===== config.mk =====
export PLATFORM = sky130hd
export DESIGN_NAME = bin2bcd_disp
export DESIGN_NICKNAME = d
export VERILOG_FILES = /design/src/rtl/bin2bcd_pkg.sv /design/src/rtl/bin2bcd_disp_digit_adj.sv /design/src/rtl/bin2bcd_disp.sv
export SDC_FILE = /design/constraint.sdc
export NUM_CORES = 1
export LEC_CHECK = 0
export CORE_UTILIZATION = 56
export DETAILED_ROUTE_END_ITERATION = 6
export HOLD_SLACK_MARGIN = 0.03
export PLACE_DENSITY = 0.84
export SYNTH_ARGS = -nofsm -noshare
export SYNTH_HDL_FRONTEND = slang
export SYNTH_HIERARCHICAL = 1
export SYNTH_SLANG_ARGS = --single-unit

===== constraint.sdc =====
create_clock -name clk -period 4.05 [get_ports clk]
set_clock_uncertainty 0.2 [all_clocks]
set_input_delay 1.0125 -clock clk [delete_from_list [all_inputs] [get_ports clk]]
set_output_delay 1.0125 -clock clk [all_outputs]
set_load 0.01 [all_outputs]

===== src/rtl/bin2bcd_pkg.sv =====
// Shared constants, FSM state type and width helper for the bin2bcd_disp converter.
package bin2bcd_pkg;

    localparam logic [3:0] BLANK_CODE = 4'hF;
    localparam int         NIB_W      = 4;

    typedef enum logic [1:0] {
        IDLE   = 2'd0,
        SHIFT  = 2'd1,
        FORMAT = 2'd2
    } state_t;

    // Bits needed to hold values 0..value-1.
    function automatic int clog2(input int value);
        int r;
        r = 0;
        for (int v = value - 32'sd1; v > 32'sd0; v = v >> 1) begin
            r = r + 32'sd1;
        end
        return r;
    endfunction

endpackage


===== src/rtl/bin2bcd_disp_digit_adj.sv =====
// One BCD digit correction step for double-dabble: digits of 5 or more get +3 before the shift.
module bcd_digit_adj
    import bin2bcd_pkg::*;
(
    input  logic [NIB_W-1:0] digit,
    output logic [NIB_W-1:0] adj
);

    // Add-3 correction so the following left shift carries into the next decade.
    always_comb begin
        adj = digit;
        if (digit >= 4'd5) begin
            adj = digit + 4'd3;
        end else begin
            adj = digit;
        end
    end

endmodule


===== src/rtl/bin2bcd_disp.sv =====
// Iterative binary-to-BCD converter packing digits for the seven-segment scan driver.
// Optional macro BIN2BCD_LZ_BLANK_EN blanks leading zero digits (the LSD is always shown).
module bin2bcd_disp
    import bin2bcd_pkg::*;
#(
    parameter int BIN_W       = 12,
    parameter int DIGITS      = 4,
    parameter int DISP_DIGITS = 8,
    parameter int AUTO_RUN    = 0
) (
    input  logic                     clk,
    input  logic                     rst_n,
    input  logic [BIN_W-1:0]         bin_in,
    input  logic                     start,
    output logic                     busy,
    output logic                     done,
    output logic                     overflow,
    output logic [NIB_W*DISP_DIGITS-1:0] disp_data
);

    localparam int CNT_W  = clog2(BIN_W + 32'sd1);
    localparam int BCD_W  = NIB_W * DIGITS;
    localparam int DISP_W = NIB_W * DISP_DIGITS;

    state_t             state_r;
    state_t             state_nxt_s;
    logic [BIN_W-1:0]   shift_r;
    logic [BIN_W-1:0]   last_bin_r;
    logic [BCD_W-1:0]   bcd_r;
    logic [BCD_W-1:0]   bcd_adj_s;
    logic [CNT_W-1:0]   cnt_r;
    logic               ovf_r;
    logic               busy_r;
    logic               done_r;
    logic               overflow_r;
    logic [DISP_W-1:0]  disp_r;
    logic [DISP_W-1:0]  disp_nxt_s;
    logic               accept_s;
    logic               last_iter_s;
    logic               lead_s;

    genvar g;
    generate
        for (g = 0; g < DIGITS; g++) begin : g_adj
            bcd_digit_adj u_adj (
                .digit (bcd_r[g*NIB_W +: NIB_W]),
                .adj   (bcd_adj_s[g*NIB_W +: NIB_W])
            );
        end
    endgenerate

    // In auto-run mode a new value is detected by comparing against the last converted one.
    assign accept_s    = (AUTO_RUN == 32'sd1) ? (bin_in != last_bin_r) : start;
    assign last_iter_s = (cnt_r == CNT_W'(BIN_W - 32'sd1));

    // FSM state register.
    always_ff @(posedge clk or negedge rst_n) begin
        if (!rst_n) begin
            state_r <= IDLE;
        end else begin
            state_r <= state_nxt_s;
        end
    end

    // FSM next-state logic.
    always_comb begin
        state_nxt_s = state_r;
        case (state_r)
            IDLE: begin
                if (accept_s) begin
                    state_nxt_s = SHIFT;
                end else begin
                    state_nxt_s = IDLE;
                end
            end
            SHIFT: begin
                if (last_iter_s) begin
                    state_nxt_s = FORMAT;
                end else begin
                    state_nxt_s = SHIFT;
                end
            end
            FORMAT:  state_nxt_s = IDLE;
            default: state_nxt_s = IDLE;
        endcase
    end

    // Display word assembly; overflow forces all 9s, which are never blanked.
    always_comb begin
        disp_nxt_s = {DISP_DIGITS{BLANK_CODE}};
        lead_s     = 1'b1;
        for (int i = DIGITS - 32'sd1; i >= 32'sd0; i--) begin
            if (ovf_r) begin
                disp_nxt_s[i*NIB_W +: NIB_W] = 4'd9;
`ifdef BIN2BCD_LZ_BLANK_EN
            end else if (lead_s && (i > 32'sd0) && (bcd_r[i*NIB_W +: NIB_W] == 4'd0)) begin
                disp_nxt_s[i*NIB_W +: NIB_W] = BLANK_CODE;
`endif
            end else begin
                disp_nxt_s[i*NIB_W +: NIB_W] = bcd_r[i*NIB_W +: NIB_W];
                lead_s = 1'b0;
            end
        end
    end

    // Datapath and registered outputs.
    always_ff @(posedge clk or negedge rst_n) begin
        if (!rst_n) begin
            shift_r    <= '0;
            last_bin_r <= '0;
            bcd_r      <= '0;
            cnt_r      <= '0;
            ovf_r      <= 1'b0;
            busy_r     <= 1'b0;
            done_r     <= 1'b0;
            overflow_r <= 1'b0;
            disp_r     <= {DISP_DIGITS{BLANK_CODE}};
        end else begin
            done_r <= 1'b0;
            case (state_r)
                IDLE: begin
                    if (accept_s) begin
                        shift_r    <= bin_in;
                        last_bin_r <= bin_in;
                        bcd_r      <= '0;
                        cnt_r      <= '0;
                        ovf_r      <= 1'b0;
                        busy_r     <= 1'b1;
                    end
                end
                SHIFT: begin
                    // A bit leaving the top digit means the value no longer fits.
                    bcd_r   <= {bcd_adj_s[BCD_W-2:0], shift_r[BIN_W-1]};
                    shift_r <= shift_r << 1'b1;
                    ovf_r   <= ovf_r | bcd_adj_s[BCD_W-1];
                    cnt_r   <= cnt_r + CNT_W'(1'b1);
                end
                FORMAT: begin
                    disp_r     <= disp_nxt_s;
                    overflow_r <= ovf_r;
                    done_r     <= 1'b1;
                    busy_r     <= 1'b0;
                end
                default: begin
                    busy_r <= 1'b0;
                end
            endcase
        end
    end

    assign busy      = busy_r;
    assign done      = done_r;
    assign overflow  = overflow_r;
    assign disp_data = disp_r;

endmodule


; ---- After elaboration in Yosys (flattened, before gate mapping)
; Index checks and enable logic that the tools add are counted.
; Widths: inputs -> output; s select.
[classes]
order_cmp = 4
bitwise_logic = 2
addsub = 5
n_reduce_logical = 4
n_eq_ne = 4
mux = 22
[ops]
columns = op, n
row1 = $mux 4, 9
row2 = $pmux 16 s2, 1
row3 = $pmux 12 s2, 1
row4 = $add 4x2->4 const B, 4
row5 = $ge 4x3->1 const B, 4
row6 = $mux 16, 1
row7 = $mux 12, 1
row8 = $pmux 4 s2, 1
row9 = $add 4x1->4 const B, 1
row10 = $eq 4x4->1 const B, 1
row11 = $mux 1, 4
row12 = $pmux 1 s2, 2
row13 = $pmux 2 s2, 1
row14 = $reduce_and 2->1, 2
row15 = $eq 2x1->1 const B, 1
row16 = $eq 2x2->1 const B, 1
row17 = $logic_not 2->1, 1
row18 = $mux 2, 1
row19 = $ne 2x2->1 const B, 1
row20 = $reduce_bool 2->1, 1
row21 = $not 1->1, 1
row22 = $or 1x1->1, 1
[totals]
word_cells = 50
regBits = 54
input_bits = 15

; ---- Logic depth before layout (Yosys ltp)
[logic_depth]
word_depth = 4
ltp_mapped = 7
depth_no_buf = 7

; ---- Cells and area by module
; The synthesis kept the hierarchy.
[by_module_without_submodules]
columns = mod, area_per_inst_um2, cells_each, instances
row1 = bin2bcd_disp, 2378.5, 225, 1
row2 = bcd_digit_adj, 101.3, 16, 4

; ---- Worst setup path after synthesis
; No wires, ideal clock.
[synth_timing]
path_type = input port to flip-flop
startpoint = in start
endpoint = reg shift_r[10]
t_arrival_ns = 1.578
required_ns = 3.773
setup_time_ns = 0.077
path_stages = 4
path_slack_ns = 2.195
cell_sequence = o21bai_1 > buf_2 > nand2_1 > o21ai_1
[synth_between]
elab_chain_len = 2
[synth_rtl]
columns = element, line
row1 = "start, declared", bin2bcd_disp.sv:14  ; input logic start,
row2 = $ne 2x2->1 (no source line), n/a
row3 = $reduce_and 2->1 (no source line), n/a
row4 = "end signal, assigned", bin2bcd_disp.sv:123  ; shift_r <= bin_in;
row5 = "end signal, assigned", bin2bcd_disp.sv:134  ; shift_r <= shift_r << 1'b1;
row6 = "end, declared", bin2bcd_disp.sv:27  ; logic [BIN_W-1:0] shift_r;
; Every way passes these cells.
; A chain may end at the register's enable or synchronous reset.

; ---- Worst setup path after layout
[layout_timing]
startpoint = reg disp_r[14], in the netlist disp_data[14]
endpoint = out disp_data[14]
[layout_rtl]
columns = element, line
row1 = "start, declared", bin2bcd_disp.sv:36  ; logic [DISP_W-1:0] disp_r;
row2 = "start signal, assigned", bin2bcd_disp.sv:117  ; disp_r <= {DISP_DIGITS{BLANK_CODE}};
row3 = "start signal, assigned", bin2bcd_disp.sv:139  ; disp_r <= disp_nxt_s;
row4 = "end, declared", bin2bcd_disp.sv:18  ; output logic [NIB_W*DISP_DIGITS-1:0] disp_data
; No word-level cell between the ends.

==> results.tsv <==
stage	metric	value	unit
floorplan	Initial Util	58.6	%
placement	GPL Wtd Cong	0.776	
floorplan	Die H	72.5	µm
yosys	top cells by area, synth	dfrtp_1, dfstp_2, nand2_1	
floorplan	die span in x	72.5	µm
hold_path	hold endpoint	disp_data[13]	
grt	GRT Util Overall	20.0	%
grt	total grt overflow	0	
hold_path	Worst Min Path Start	disp_data[13]	
route	first-pass detailed-route iteration total	4	
grt	antenna violations before repair	0	
route	drt total wl	4520	µm
floorplan	Rows	25	
floorplan	num ports	50	
setup_path	crit-path leading delay family	flip-flops	
yosys	leading area contributor after synthesis	dfrtp_1	
route	First DRT Iteration DRCs	105	
yosys	syn avg cell area	9.63	µm²
yosys	Netlist cell types	32	
cells_and_area	share of layout cells above drive strength 1	11.1	%
route	DRC	0	
grt	first-pass GRT wire length	8000	µm
clock_network	CTS buffer count	5	
yosys	FF+latch count, synth	54	
yosys	top-area cell type share of the netlist area	34.2	%
status	run status	finished clean	
timing	Rel. slew slack	48.9	%
placement	post-detail-place hpwl	3130	µm
timing	max frequency	384	MHz
timing	Final Slew Violations	0	
yosys	Main synth FF type	dfrtp_1	
setup_path	worst reg-to-reg setup slack	1.94	ns
grt	vias in the first global route	1781	
grt	M3 GR Usage	4.17	%
floorplan	Core Area	4750	µm²
yosys	most numerous cell in the Yosys netlist	nand2_1	
clock_network	Worst-path clk slew	0.09	ns
setup_path	CP Capture Type	output pin	
setup_path	max incr delay on CP	0.55	ns
grt	largest net degree at the start of global routing	38	
clock_network	CTS H-Tree Depth	2	
clock_network	clk_lat worst skew	0.31	ns
yosys	mapped cell area	2780	µm²
clock_network	Sink Count	54	
timing	final setup TNS	0	ns
setup_path	Worst EP arrival	1.39	ns
timing	Final Cycle Share	64.4	%
cells_and_area	net count of the finished layout	339	
clock_network	Setup Buffers After CTS	0	
timing	Final setup violation count	0	
setup_path	CP Launch Type	flip-flop	
clock_network	CTS resizes	0	
setup_path	Worst Path Class, Setup	reg -> out	
setup_path	r2r endpoint	cnt_r[3]	
yosys	Post-synth top cells	nand2_1, dfrtp_1, o21ai_1	
timing	Hold Violations, Final	0	
route	Final ANT Viol Nets	0	
yosys	number of synthesized flops with an enable pin	0	
grt	global route hottest layer	met2	
yosys	Mapped Cells	289	
setup_path	Req. time, crit path	2.84	ns
power	PD cells	718	nW/µm²
grt	GRT met1 Usage	25.8	%
hold_path	hold path depth	2	
hold_path	Hold Path Class	reg -> reg	
clock_network	Root Buffer	clkbuf_8	
cells_and_area	antenna cells	0	
setup_path	CP Launch Point	disp_data[14]	
setup_path	reg2reg path depth	3	
route	Vias/cell	5.12	
route	WL/cell	11.8	µm
timing	Slew @ Worst Pin	0.767	ns
yosys	ys async rst share	100	%
yosys	Yosys Warn Count	6	
run	number of max-cap violations	0	
power	Pleak	1.45	nW
setup_path	Reg-to-Reg Start	state_r[0]	
route	vias post-DR	1960	
clock_network	CTS tree	built	
setup_path	CP cell instances	clkdlybuf4s50_1	
placement	PortBufs	33	
grt	met2 usage	32.9	%
power	peak supply drop	302	µV
cells_and_area	Area Growth Syn to Fin	13.5	%
setup_path	slowest stage cell, crit path	dfstp_2	
clock_network	Hold Buf Count CTS	0	
timing	Tmin final	2.61	ns
power	total power	2.27	mW
yosys	Seq/Total Area, Yosys	49.3	%
floorplan	die area	5260	µm²
setup_path	CP Buf/Inv Count	1	
setup_path	maximum fanout along the worst path	2	
timing	RSZ-0062 raised after global routing	false	
clock_network	Max Root-Sink Buffers	2	
report_power, final:
| group | switching (mW) | internal, mW | leakage, nW |
|---|---|---|---|
| Sequential | 0.228 | 0.792 | 0.648 |
| Clock | 0.173 | 0.122 | 0.0441 |
| Combinational | 0.441 | 0.515 | 0.758 |
final cells by class:
class	instances	area [µm²]
well taps	67	83.8
clock inverters	3	21.3
flip-flops and latches	54	1370
inverters	11	41.3
multi-input cells	207	1230
repair buffers	36	348
clock buffers	5	68.8
fillers	412	1590
routing by layer:
| metal | vias to the layer above | routed length, µm |
|---|---|---|
| met1 | 913 | 2110 |
| met3 | 8 | 164 |
| met2 | 47 | 2150 |
| met5 | - | 0 |
| met4 | 0 | 95 |
| li1 | 992 | - |
cells in the final DEF (no fill, tap or decap), drive strengths merged, types with 5 or more instances in the layout:
cell           instances
inv                   11
clkbuf                 5
clkdlybuf4s50         32
nand2                 44
ha                     9
and3b                 10
a21oi                 17
nor2                  15
nand2b                18
o21ai                 36
dfstp                 16
a22o                  18
dfrtp                 38
conb                  16
kinds of logic after synthesis:
logic type,Yosys count,share of synthesized area [%]
buf+inv,43,8.85
mux,6,2.25
simple gates,95,16.9
compound gates,77,17.3
fa+ha+maj,9,4.05
other cells,1,0.135
xor+xnor,4,1.26
flops,54,49.3
sequential cells by signal, indices dropped and copies added (netlist names):
register,count
done,1
cnt_r,4
state_r,2
ovf_r,1
disp_data,16
shift_r,12
bcd_r,16
overflow,1
busy,1
metrics by stage:
step           hold slack [ns]  area (µm²)  worst slack, ns  cells  util, %
2_1_floorplan            0.254        2840             2.19    304        -
3_3_place_gp             0.249        3070             1.39    375     64.6
3_5_place_dp             0.251        3070             1.36    375     64.6
4_1_cts                  0.265        3160             1.43    383     66.5
5_1_grt                  0.284        3160             1.39    383     66.5
6_report                 0.261        3160             1.44    383     66.5
worst max-delay path by stage:
stage | end | slack (ns) | cells after the start
global route | disp_data[14] | 1.39 | 1
global placement | cnt_r[3] | 1.39 | 5
finish | disp_data[14] | 1.44 | 1
CTS | disp_data[11] | 1.43 | 1
floorplan | shift_r[10] | 2.19 | 4
detailed placement | cnt_r[3] | 1.36 | 5
No activity file was read; power rests on OpenSTA's default activity.
==> patch 1, RTL diff (same settings) <==
The parameter `BIN_W` goes from 12 to 18.
--- a/src/rtl/bin2bcd_disp.sv
+++ b/src/rtl/bin2bcd_disp.sv
@@ -3,7 +3,7 @@
 module bin2bcd_disp
     import bin2bcd_pkg::*;
 #(
-    parameter int BIN_W       = 12,
+    parameter int BIN_W       = 18,
     parameter int DIGITS      = 4,
     parameter int DISP_DIGITS = 8,
     parameter int AUTO_RUN    = 0
Ports: changed (resized bin_in); port bits go from 50 to 56. The function was not compared with the original's and may differ.
==> patch 1 against the original RTL <==
Power grew 30%; register-to-register slack better by 0.09 ns; core utilization grew 1.8 points; sequential cell count is 7 higher; hold slack gained 0.014 ns; maximum frequency is 0.73% lower; routed wire length grew 28%; sequential power up 14%; setup slack got worse by 0.019 ns; area after synthesis up 14%; sequential share of layout area is 2.0 points lower; final area rose by 18%; global-route usage grew 1.5 points; critical path type is now in -> reg; highest routed layer unchanged.
==> patch 1: results (changes against the original RTL) <==
Parameter                              Value

Status
  Result of the run    finished clean (unchanged)

Setup path
  Data arrival time at the worst-slack endpoint    2.65 ns (was 1.39 ns)
  Crit Path Max Fanout    29 (was 2)
  Register-to-register path setup slack    2.03 ns (was 1.94 ns)
  Critical Path Max Stage Delay    0.52 ns (was 0.55 ns)
  Count of cells along the worst register-to-register path    2 (was 3)
  Slowest CP cell    or3b_1 (was dfstp_2)
  Reg-to-Reg End    overflow$_DFFE_PN0P_ (was cnt_r[3]$_DFFE_PN0P_)
  Critical Path Start    start (was disp_data[14]$_DFFE_PN1P_)

Global route
  Pin count of the biggest net entering global routing    42 (was 38)
  First-pass GRT wire length    10,000 um (was 8000 um)
  All-layer global routing usage    21.6% (was 20.0%)

Placed design
  Number of buffers added on ports    39 (was 33)
  Standard cell area after detailed placement    3490 um2 (was 3070 um2)

Yosys
  Share of cell area taken by muxes after synthesis    2.25% (about the same)
  Post-synthesis adder-cell area fraction    3.94% (was 4.04%)
  Fraction of the yosys area taken by sequential cells    48.7% (was 49.3%)
  Cells taking the most area after synthesis    dfrtp_1, dfstp_2, nand2_1 (unchanged)
  Fraction of the mapped netlist area in compound gates    10.6% (was 17.3%)

Finish
  Final net count    406 (was 339)
  Fraction of final layout cells sized beyond drive strength 1    16.6% (was 11.1%)
  Final-layout fill cell count    429 (was 412)

Clocking
  Count of H-tree levels built during CTS    3 (was 2)
  TritonCTS Buffers    9 (was 5)
  Reg clk slew, reported paths    0.07 ns (was 0.09 ns)
  Clock insertion delay at the later pin of the skew report    0.34 ns (was 0.31 ns)

Hold path
  Hold path endpoint    disp_data[1]$_DFFE_PN1P_ (was disp_data[13]$_DFFE_PN1P_)
  Launch instance of the worst min-delay path    disp_data[1]$_DFFE_PN1P_ (was disp_data[13]$_DFFE_PN1P_)

Detailed routing
  Final routed wire length divided by cell count    12.8 um (was 11.8 um)
  Post-detailed-route via-to-cell ratio    5.18 (was 5.12)

STA
  Final period util    64.9% (was 64.4%)
  Final Hold Slack    0.274 ns (was 0.261 ns)
  Max transition margin    32.4% (was 48.9%)

Pwr
  Largest vdd supply drop    0.416 mV (was 0.302 mV)
  Net switching power of the design    0.00110 W (was 0.000842 W)
  Leak    1.71 nW (was 1.45 nW)
==> patch 1: cell types whose count changed in the layout (fill, tap and decap cells not counted), moves of 4 or more <==
cell and change:
nor2_1 +31, a21oi_1 -9, nor2b_1 -4, a22o_1 -18, nand2_1 +23, o21ai_0 +17, dfrtp_1 +7, o22ai_1 +16
nand3_2 +19, o21ai_1 -27, clkbuf_8 +6, clkdlybuf4s50_1 +6, and3b_1 -10
==> patch 1: layout make-up <==
cell class	instances	area (um2)	share of cell area [%]
inverter	12	45.0	1.21
clock inverter	4	95.1	2.54
multi-input combinational	250	1410	37.6
clock buffer	12	155	4.15
timing repair buffer	41	400	10.7
sequential	61	1550	41.4
tap	72	90.1	2.41
==> patch 1: power by group through the flow <==
stage | combinational [W] | clock (W) | sequential, W
detailed placement | 0.00113 | 0 | 0.00116
global route | 0.00128 | 0.000704 | 0.00121
floorplan | 0.000895 | 0 | 0.00111
CTS | 0.00114 | 0.000682 | 0.00116
global placement | 0.00108 | 0 | 0.00115
finish | 0.00113 | 0.000672 | 0.00116
==> patch 1: routing by layer <==
metal | vias up | wire length, um | track usage, %
met5 | - | 0 | 0
met4 | 0 | 112 | 10.4
met3 | 10 | 272 | 4.64
met2 | 66 | 2720 | 35.3
met1 | 1106 | 2670 | 27.1
li1 | 1159 | - | -
==> patch 1: worst max path at each step <==
stage | to | slack (ns) | cells past startpoint
2_1_floorplan | cnt_r[0]$_DFFE_PN0P_ | 1.96 | 5
6_report | shift_r[15]$_DFFE_PN0P_ | 1.42 | 5
5_1_grt | shift_r[15]$_DFFE_PN0P_ | 1.31 | 5
4_1_cts | disp_data[0] | 1.42 | 1
3_5_place_dp | shift_r[15]$_DFFE_PN0P_ | 1.08 | 5
3_3_place_gp | shift_r[14]$_DFFE_PN0P_ | 1.13 | 5
==> patch 1: critical path, delay by kind of cell <==
family                 cells  cell delay, ns
AO/OA/AOI/OAI              1            0.19
buffers and inverters      2            0.83
AND/OR/NAND/NOR            2            0.59
==> patch 1: cells by family (layout without fill, tap and decap cells) <==
logic type	after synthesis	in the layout
simple gates	157	157
flops	61	61
compound gates	56	56
buf+inv	47	69
fa+ha+maj	10	10
mux	7	7
xor+xnor	4	4
other cells	1	16
==> patch 1: metrics by stage <==
stage               worst slack [ns]  cells  util (%)  total power (W)
floorplan                       1.96    358         -          0.00201
global placement                1.13    436      63.7          0.00223
detailed placement              1.08    436      63.7          0.00229
CTS                             1.42    452      68.3          0.00298
global route                    1.31    452      68.3          0.00319
finish                          1.42    452      68.3          0.00296
==> patch 2, RTL diff (config.mk and constraints unchanged) <==
Made on the original files. Register the output `disp_data` once more, with the module's reset; this adds one clock of latency there. The other outputs are not delayed to match.
--- a/src/rtl/bin2bcd_disp.sv
+++ b/src/rtl/bin2bcd_disp.sv
@@ -151,7 +151,13 @@
     assign busy      = busy_r;
     assign done      = done_r;
     assign overflow  = overflow_r;
-    assign disp_data = disp_r;
+    always_ff @(posedge clk or negedge rst_n) begin
+        if (!rst_n) begin
+            disp_data <= '0;
+        end else begin
+            disp_data <= disp_r;
+        end
+    end
 
 endmodule
 
Behaviour: not the same (a bounded check fails within 4 cycles, from zero or initial values and one cycle with rst_n low).
==> patch 2 against the original RTL <==
Register-to-register slack gained 0.06 ns; hold slack lost 0.060 ns; routed wire length grew 18%; clock power grew 150%; count of clock-buffer cells in the layout grew 4; setup slack lost 0.16 ns; area after synthesis grew 15%; maximum frequency shrank 5.7%; via count grew 9.3%; power grew 30%; sequential power grew 23%; final area grew 23%; sequential cell count grew 17; critical endpoint is now disp_data[27]; largest cell class unchanged; largest power group unchanged.
==> patch 2: results (changes against the original RTL) <==
Parameter                              Value

Status
  Result of the run    finished clean (unchanged)

Pwr
  Leak    1.79 nW (was 1.45 nW)
  Largest vdd supply drop    0.427 mV (was 0.302 mV)
  Share of total power consumed by net switching    32.2% (was 37.1%)

Global route
  First-pass GRT wire length    9530 um (was 8000 um)
  Vias in the first global route    2,046 (was 1,781)
  Pin count of the biggest net entering global routing    72 (was 38)
  Number of antenna violations at the first check in global routing    0 (unchanged)
  All-layer global routing usage    20.4% (was 20.0%)

Clocking
  Post-cts sizing count    0 (unchanged)
  Count of H-tree levels built during CTS    3 (was 2)
  Reg clk slew, reported paths    0.07 ns (was 0.09 ns)
  Post-CTS repair timing setup buffer count    0 (unchanged)
  Cell chosen for the clock root    clkbuf_8 (unchanged)
  TritonCTS Buffers    9 (was 5)
  Buffer levels on the longest clock path    2 (unchanged)
  Clock insertion delay at the later pin of the skew report    0.34 ns (was 0.31 ns)

Yosys
  Primary flip-flop cell chosen by synthesis mapping    dfrtp_1 (unchanged)
  Post-synth cell types    32 (unchanged)
  Async set-reset flop share out of synthesis    100% (unchanged)
  Yosys warns    6 (unchanged)
  Fraction of the yosys area taken by sequential cells    56.2% (was 49.3%)
  Synth cell count leaders    dfrtp_1, nand2_1, o21ai_1 (was nand2_1, dfrtp_1, o21ai_1)
  Post-Synthesis Net Count    329
  Cells taking the most area after synthesis    dfrtp_1, dfstp_2, nand2_1 (unchanged)

Placed design
  Standard cell area after detailed placement    3620 um2 (was 3070 um2)
  RD Place Congestion    0.757 (was 0.776)
  Number of buffers added on ports    49 (was 33)
  Detailed placement HPWL    3460 um (was 3130 um)

Detailed routing
  Pre-antenna DRT Iters    6 (was 4)
  Initial detailed-routing violation count    120 (was 105)
  Final routed wire length divided by cell count    12.8 um (was 11.8 um)
  Routed via count    2,142 (was 1,960)

STA
  Slew at the pin closest to its max-slew limit    0.845 ns (was 0.767 ns)

Finish
  Final net count    363 (was 339)
  Diode count    0 (unchanged)
  Registers with the most flip-flops    disp_data (17), bcd_r (16), disp_r (16)
  Fraction of final layout cells sized beyond drive strength 1    12.8% (was 11.1%)

Setup path
  Kind of cell adding the most delay to the critical path    buffers and inverters (was flip-flops)
  Slowest CP cell    clkdlybuf4s50_1 (was dfstp_2)
  Crit Path Max Fanout    16 (was 2)
  Critical Path Max Stage Delay    0.63 ns (was 0.55 ns)
  Data arrival time at the worst-slack endpoint    1.55 ns (was 1.39 ns)

Hold path
  Worst hold path class    reg -> reg (unchanged)
==> patch 2: worst register-to-register path: cells and delay by family (launching register included) <==
kind | cells | cell delay [ns]
DFF | 1 | 0.68
and+or+nand+nor | 1 | 0.56
muxes | 1 | 0.50
==> patch 2: cell families after synthesis <==
logic type | Yosys count | synth area share [%]
adders and majority gates | 9 | 3.53
buffers and inverters | 42 | 7.25
DFF | 71 | 56.2
muxes | 6 | 1.96
other | 1 | 0.117
AOI/OAI and AO/OA | 77 | 15.0
and+or+nand+nor | 95 | 14.8
xor gates and xnor gates | 4 | 1.10
==> patch 2: cell type report <==
cell class,count,area (um2)
clock buffer,9,124
clock inverter,6,134
fill,391,1630
inverter,11,41.3
multi-input combinational,192,1170
sequential,71,1800
tap,72,90.1
timing repair buffer,54,523
==> patch 2: through the flow <==
step / total power (W) / hold WS (ns) / std cells / setup WS [ns]
after floorplan: 0.00194 / 0.189 / 305 / 2.07
after global placement: 0.00218 / 0.191 / 400 / 1.42
after detailed placement: 0.00226 / 0.190 / 400 / 1.38
after CTS: 0.00299 / 0.202 / 415 / 1.25
after global routing: 0.00318 / 0.203 / 415 / 1.20
final: 0.00296 / 0.201 / 415 / 1.28
==> patch 2: power groups by stage <==
stage,clock network (W),logic [W],registers (W)
after floorplan,0,0.000724,0.00121
after global placement,0,0.000945,0.00124
after detailed placement,0,0.000996,0.00126
after CTS,0.000737,0.00100,0.00125
after global routing,0.000767,0.00112,0.00129
final,0.000724,0.000993,0.00125
==> patch 2: worst paths after layout <==
kind                                     endpoint  slack (ns)  cells past startpoint                    start
min reg2reg                disp_data[6]$_DFF_PN0_        0.20                      0    disp_r[6]$_DFFE_PN1P_
min in group asynchronous  disp_data[2]$_DFF_PN0_        0.67                      2                    rst_n
max in group asynchronous   bcd_r[10]$_DFFE_PN0P_        2.45                      2                    rst_n
max reg2reg                  overflow$_DFFE_PN0P_        2.00                      2     state_r[1]$_DFF_PN0_
max                                 disp_data[27]        1.28                      1  disp_data[16]$_DFF_PN0_
min                        disp_data[6]$_DFF_PN0_        0.20                      0    disp_r[6]$_DFFE_PN1P_
==> patch 2: per-layer routing <==
layer,vias up,global-route usage [%],part of all wire [%]
li1,1079,-,-
met1,1012,26.2,48
met2,45,32.7,47
met3,6,5.76,3.4
met4,0,7.92,1.3
met5,-,0,0
